### config.mk
export PLATFORM = sky130hd
export DESIGN_NAME = mem_port_arbiter
export DESIGN_NICKNAME = d
export VERILOG_FILES = /design/src/rtl/mem_port_arbiter_pkg.sv /design/src/rtl/mem_arbiter_tag_pipe.sv /design/src/rtl/mem_port_arbiter.sv
export SDC_FILE = /design/constraint.sdc
export NUM_CORES = 1
export LEC_CHECK = 0
export BUFFER_PORTS_ARGS = -buffer_cell sky130_fd_sc_hd__buf_2
export CAP_MARGIN = 10
export CORE_AREA = 4 4 102 104
export DETAILED_ROUTE_END_ITERATION = 10
export DIE_AREA = 0 0 106 108
export PLACE_DENSITY_LB_ADDON = 0.08
export SLEW_MARGIN = 20
export SYNTH_ARGS = -nofsm -noshare
export SYNTH_HDL_FRONTEND = slang
export SYNTH_SLANG_ARGS = --single-unit
### constraint.sdc
create_clock -name clk -period 2.85 [get_ports clk]
set_input_delay 0.285 -clock clk [delete_from_list [all_inputs] [get_ports clk]]
set_output_delay 0.285 -clock clk [all_outputs]
set_load 0.01 [all_outputs]
### src/rtl/mem_port_arbiter_pkg.sv
// Shared types and constants for the IF/MEM-stage memory port arbiter.
// Owner encoding, legal parameter ranges and the tag-pipe entry layout live here.
package mem_port_arbiter_pkg;

  typedef enum logic {
    OWNER_IF = 1'b0,
    OWNER_D  = 1'b1
  } owner_e;

  typedef struct packed {
    logic   valid;
    owner_e owner;
  } tag_t;

  localparam int MEM_LATENCY_MIN  = 1;
  localparam int MEM_LATENCY_MAX  = 4;
  localparam int STARVE_LIMIT_MIN = 1;
  localparam int STARVE_LIMIT_MAX = 15;
  localparam int STARVE_CNT_W     = 4;

  function automatic tag_t make_tag(input logic valid, input owner_e owner);
    tag_t t;
    t.valid = valid;
    t.owner = owner;
    return t;
  endfunction

endpackage

### src/rtl/mem_arbiter_tag_pipe.sv
// MEM_LATENCY-deep shift register of {valid, owner}; the tail entry lines up
// with the cycle in which the memory presents read data for that command.
module mem_arbiter_tag_pipe
  import mem_port_arbiter_pkg::*;
#(
  parameter int MEM_LATENCY = 1
) (
  input  logic clk,
  input  logic reset,
  input  tag_t i_push,
  output tag_t o_tail
);

  tag_t [MEM_LATENCY-1:0] r_pipe;

  generate
    if (MEM_LATENCY == 1) begin : g_single
      // single-stage holder for latency 1
      always_ff @(posedge clk or negedge reset) begin
        if (!reset) begin
          r_pipe <= '0;
        end else begin
          r_pipe[0] <= i_push;
        end
      end
    end else begin : g_multi
      // shift towards the tail, newest entry at index 0
      always_ff @(posedge clk or negedge reset) begin
        if (!reset) begin
          r_pipe <= '0;
        end else begin
          r_pipe <= {r_pipe[MEM_LATENCY-2:0], i_push};
        end
      end
    end
  endgenerate

  assign o_tail = r_pipe[MEM_LATENCY-1];

endmodule

### src/rtl/mem_port_arbiter.sv
// Single-port memory arbiter between instruction fetch and data access.
// Data wins collisions unless fetch has lost STARVE_LIMIT times in a row.
module mem_port_arbiter
  import mem_port_arbiter_pkg::*;
#(
  parameter int ADDR_W       = 32,
  parameter int DATA_W       = 32,
  parameter int MEM_LATENCY  = 1,
  parameter int STARVE_LIMIT = 4
) (
  input  logic              clk,
  input  logic              reset,
  input  logic              if_req_i,
  input  logic [ADDR_W-1:0] if_addr_i,
  output logic              if_gnt_o,
  output logic              if_rvalid_o,
  output logic [DATA_W-1:0] if_rdata_o,
  output logic              if_stall_o,
  input  logic              d_req_i,
  input  logic              d_we_i,
  input  logic [ADDR_W-1:0] d_addr_i,
  input  logic [DATA_W-1:0] d_wdata_i,
  output logic              d_gnt_o,
  output logic              d_rvalid_o,
  output logic [DATA_W-1:0] d_rdata_o,
  output logic              d_stall_o,
  output logic              mem_en_o,
  output logic              mem_we_o,
  output logic [ADDR_W-1:0] mem_addr_o,
  output logic [DATA_W-1:0] mem_wdata_o,
  input  logic [DATA_W-1:0] mem_rdata_i
);

  localparam logic [STARVE_CNT_W-1:0] LP_STARVE_LIMIT = STARVE_CNT_W'(STARVE_LIMIT);
  localparam logic [STARVE_CNT_W-1:0] LP_CNT_ONE      = STARVE_CNT_W'(1);

  logic [STARVE_CNT_W-1:0] r_starve_cnt;
  logic [STARVE_CNT_W-1:0] w_starve_nxt;
  logic                    w_if_gnt;
  logic                    w_d_gnt;
  tag_t                    w_push;
  tag_t                    w_tail;

  // grant selection; everything is held quiet while reset is asserted
  always_comb begin
    w_if_gnt = 1'b0;
    w_d_gnt  = 1'b0;
    if (reset) begin
      if (d_req_i && (!if_req_i || (r_starve_cnt != LP_STARVE_LIMIT))) begin
        w_d_gnt = 1'b1;
      end else if (if_req_i) begin
        w_if_gnt = 1'b1;
      end else begin
        w_d_gnt = 1'b0;
      end
    end else begin
      w_if_gnt = 1'b0;
      w_d_gnt  = 1'b0;
    end
  end

  // memory command for the winner
  always_comb begin
    mem_en_o    = 1'b0;
    mem_we_o    = 1'b0;
    mem_addr_o  = '0;
    mem_wdata_o = '0;
    if (w_d_gnt) begin
      mem_en_o    = 1'b1;
      mem_we_o    = d_we_i;
      mem_addr_o  = d_addr_i;
      mem_wdata_o = d_we_i ? d_wdata_i : '0;
    end else if (w_if_gnt) begin
      mem_en_o   = 1'b1;
      mem_addr_o = if_addr_i;
    end else begin
      mem_en_o = 1'b0;
    end
  end

  // fetch loss counter, saturating at the limit
  always_comb begin
    w_starve_nxt = r_starve_cnt;
    if (!if_req_i || w_if_gnt) begin
      w_starve_nxt = '0;
    end else if (w_d_gnt && (r_starve_cnt != LP_STARVE_LIMIT)) begin
      w_starve_nxt = r_starve_cnt + LP_CNT_ONE;
    end else begin
      w_starve_nxt = r_starve_cnt;
    end
  end

  // starve counter register
  always_ff @(posedge clk or negedge reset) begin
    if (!reset) begin
      r_starve_cnt <= '0;
    end else begin
      r_starve_cnt <= w_starve_nxt;
    end
  end

  assign w_push = make_tag(w_if_gnt | (w_d_gnt & ~d_we_i), w_d_gnt ? OWNER_D : OWNER_IF);

  mem_arbiter_tag_pipe #(
    .MEM_LATENCY(MEM_LATENCY)
  ) u_tag_pipe (
    .clk   (clk),
    .reset (reset),
    .i_push(w_push),
    .o_tail(w_tail)
  );

  assign if_gnt_o    = w_if_gnt;
  assign d_gnt_o     = w_d_gnt;
  assign if_stall_o  = reset & if_req_i & ~w_if_gnt;
  assign d_stall_o   = reset & d_req_i & ~w_d_gnt;
  assign if_rvalid_o = reset & w_tail.valid & (w_tail.owner == OWNER_IF);
  assign d_rvalid_o  = reset & w_tail.valid & (w_tail.owner == OWNER_D);
  assign if_rdata_o  = mem_rdata_i;
  assign d_rdata_o   = mem_rdata_i;

endmodule
==> impl_results.md <==
* Status: finished clean
* Worst Path Max Fanout at 43
* Final wirelength at ~6.1 mm
* CTS tree: yes
* Root buffer cell: clkbuf_8
* Synth area leader: buf_4
* Placer congestion estimate at 0.6246
* GRT met2 Usage at 15.89%
* Clock slew at reported path FFs at roughly 0.040 ns
* Tightest Pin Transition at 0.4554 ns
* Finished Layout Cells at 414
* Resize count post-CTS at 0
* Via Count at 1647
* Clock Tree Buf Depth at 2
* Max VDD drop at 0.07191 mV
* CP startpoint kind: input port
* Minimum clock period at 2.408 ns
* Drt first pass iters at 4
* Critical Path Sink Type: primary output
* Main synth FF type: dfrtp_1
* Hold Path Class: input port to flop
* Net Count, Synth at around 320
* Worst-skew pair later-pin latency at 0.22 ns
* Met3 usage at about 2.7%
* Pleak at approximately 1.3 nW
* Slew headroom at 69.64%
* Skew final at 0.001709 ns
* Final period utilization at between 80% and 90%
* Asr flop ratio synth at 100.0%
* Register area share after synthesis at 10.42%
* Number of global-route vias before repair at 1693
* #FFs+latches synth at 6
* Layout Nets at 418
* Layer with the highest usage: met2
* Syn avg cell area at about 8.0 um^2
* Mapped Area at 1441 um^2
* Post-synth EDFFs at 0
* Detailed placement HPWL at 4.972 mm
* Placed insts at 410
* First-pass GRT wire length at 8.790 mm
* Fillers at between 1000 and 1500
* Synth warn at 0
* Top Ports at 269
* Placement Setup Slack at 0.8309 ns
* DRT antenna net count at 0
* Share of cells above drive strength 1 at 64.41%
* Starting DRC count in detailed routing at 99
* Synth cell count leaders: buf_4, a22o_1, and3_1
* Cell Pwr Density at 220.4 nW/um^2
* Final hold vios at 0
* WL/cell at 14.68 um
* Core Area at between 9000 and 10000 um^2
* Fin Setup TNS at 0 ns
* GRT Total Usage at 9.481%
* Total power at 0.0004315 W
* Initial antenna violation count at 1
* Worst EP arrival at 2.12 ns
* Max Cap Viol at 0
* Die Width at 106 um
* H-tree levels at 1
* Clk sink count at 6
* Setup crit start: reset
* Synth Instances at between 150 and 200
* CTS Buf Count at 3
* R2r startpoint: r_starve_cnt[0]
* # setup viols final at 0
* Via-per-instance ratio at 3.978
* Util after Layout at around a fifth
* GRT met1 Usage at 11.24%
* Critical path type: input port to primary output
* Achievable Freq at 0.4153 GHz
* Number of library cell types mapped by synthesis at 28
* Die area at 11450 um^2
* Total gr overflow at 0
* Hold path start: if_req_i
* Largest net degree at the start of global routing at 44
* Chip height at about 110 um
* Antenna cells at 0
* Critical Path RT at 2.57 ns
* Rows at 36
* P&R area growth vs syn at 35.85%
* Unrepaired setup endpoints after global routing: no
* Port Buffers at around 170
* Starting density of the core at between 10% and 20%
* Most common cell in the netlist: buf_4
* DR DRC count at 0
* Ranking of synthesized cells by area: buf_4, a22o_1, and3_1
* Final Max Slew Viols at 0
* Area share of the largest cell type after synthesis at 34.90%
* Final WS setup at approximately 0.44 ns
sequential cells by signal (all words and copies together) (netlist names):
signal and cells:
r_starve_cnt 4, u_tag_pipe.o_tail 2
routing by layer:
layer	up-vias	part of all wire (%)	wire, um
met3	25	12	739
met5	-	0.18	11
met1	715	39	2349
met2	124	46	2794
met4	2	3.0	182
li1	781	-	-
worst paths after layout:
check	slack, ns	cells after the start	endpoint
setup / recovery	0.44	7	mem_addr_o[30]
hold / removal	0.39	3	r_starve_cnt[2]
setup reg to reg	1.25	6	u_tag_pipe.o_tail[1]
hold reg to reg	0.55	1	r_starve_cnt[0]
max in group asynchronous	2.14	2	r_starve_cnt[0]
min in group asynchronous	0.49	2	r_starve_cnt[3]
cell usage in the layout, fill, tap and decap left out:
cell type	n
nand2_1	4
buf_4	3
buf_2	172
nand4_1	1
clkbuf_8	3
a31oi_1	1
and2_1	1
a21oi_4	1
nor2_1	1
nand2b_1	1
and3_1	33
nand3_1	1
a31oi_4	1
nand3b_1	1
o21bai_1	1
nand4b_1	1
dfrtp_1	6
a22o_1	33
o21a_1	1
dlygate4sd3_1	1
nor2b_1	2
inv_1	4
ha_1	2
nand4bb_1	1
o21ai_0	2
xor2_1	1
nor3_1	1
nand2_2	1
worst max-delay path: stages:
cell	delay (ns)
dlygate4sd3_1	0.52
buf_2	0.29
nand2_2	0.14
a31oi_4	0.16
buf_4	0.35
a22o_1	0.21
buf_2	0.14
report_power, final:
part           internal (W)  switching, W  leakage [nW]
Combinational      0.000111      0.000103          1.17
Clock             0.0000907     0.0000357        0.0216
Sequential        0.0000885    0.00000215        0.0811
Total              0.000290      0.000141          1.27
cells by family after synthesis:
kind of cell / after synthesis / share of synthesized area (%)
AOI/OAI and AO/OA: 40 / 24.83
xor gates and xnor gates: 1 / 0.6077
adders and majority gates: 2 / 1.736
buffers and inverters: 82 / 41.58
DFF: 6 / 10.42
and+or+nand+nor: 49 / 20.83
cell type report:
class	instances	area, um^2	area share (%)
Clock buffer	3	41.29	2.109
Inverter	4	15.01	0.7668
Multi-Input combinational cell	92	691.9	35.34
Sequential cell	6	150.1	7.668
Tap cell	133	166.4	8.498
Timing Repair Buffer	176	893.4	45.62
per-stage QoR:
stage	instance area, um^2	hold slack, ns
after floorplan	1441	-0.01059
after global placement	1907	0.1776
after detailed placement	1907	0.1864
after CTS	1958	0.3827
after global routing	1958	0.3954
final	1958	0.3851
timing repair:
action / CTS / global route
endpoints found under the hold margin: 6 / 0
buffers inserted: 0 / 0
hold buffers: 1 / 0
Note: power is estimated with default switching activity, not from simulation.
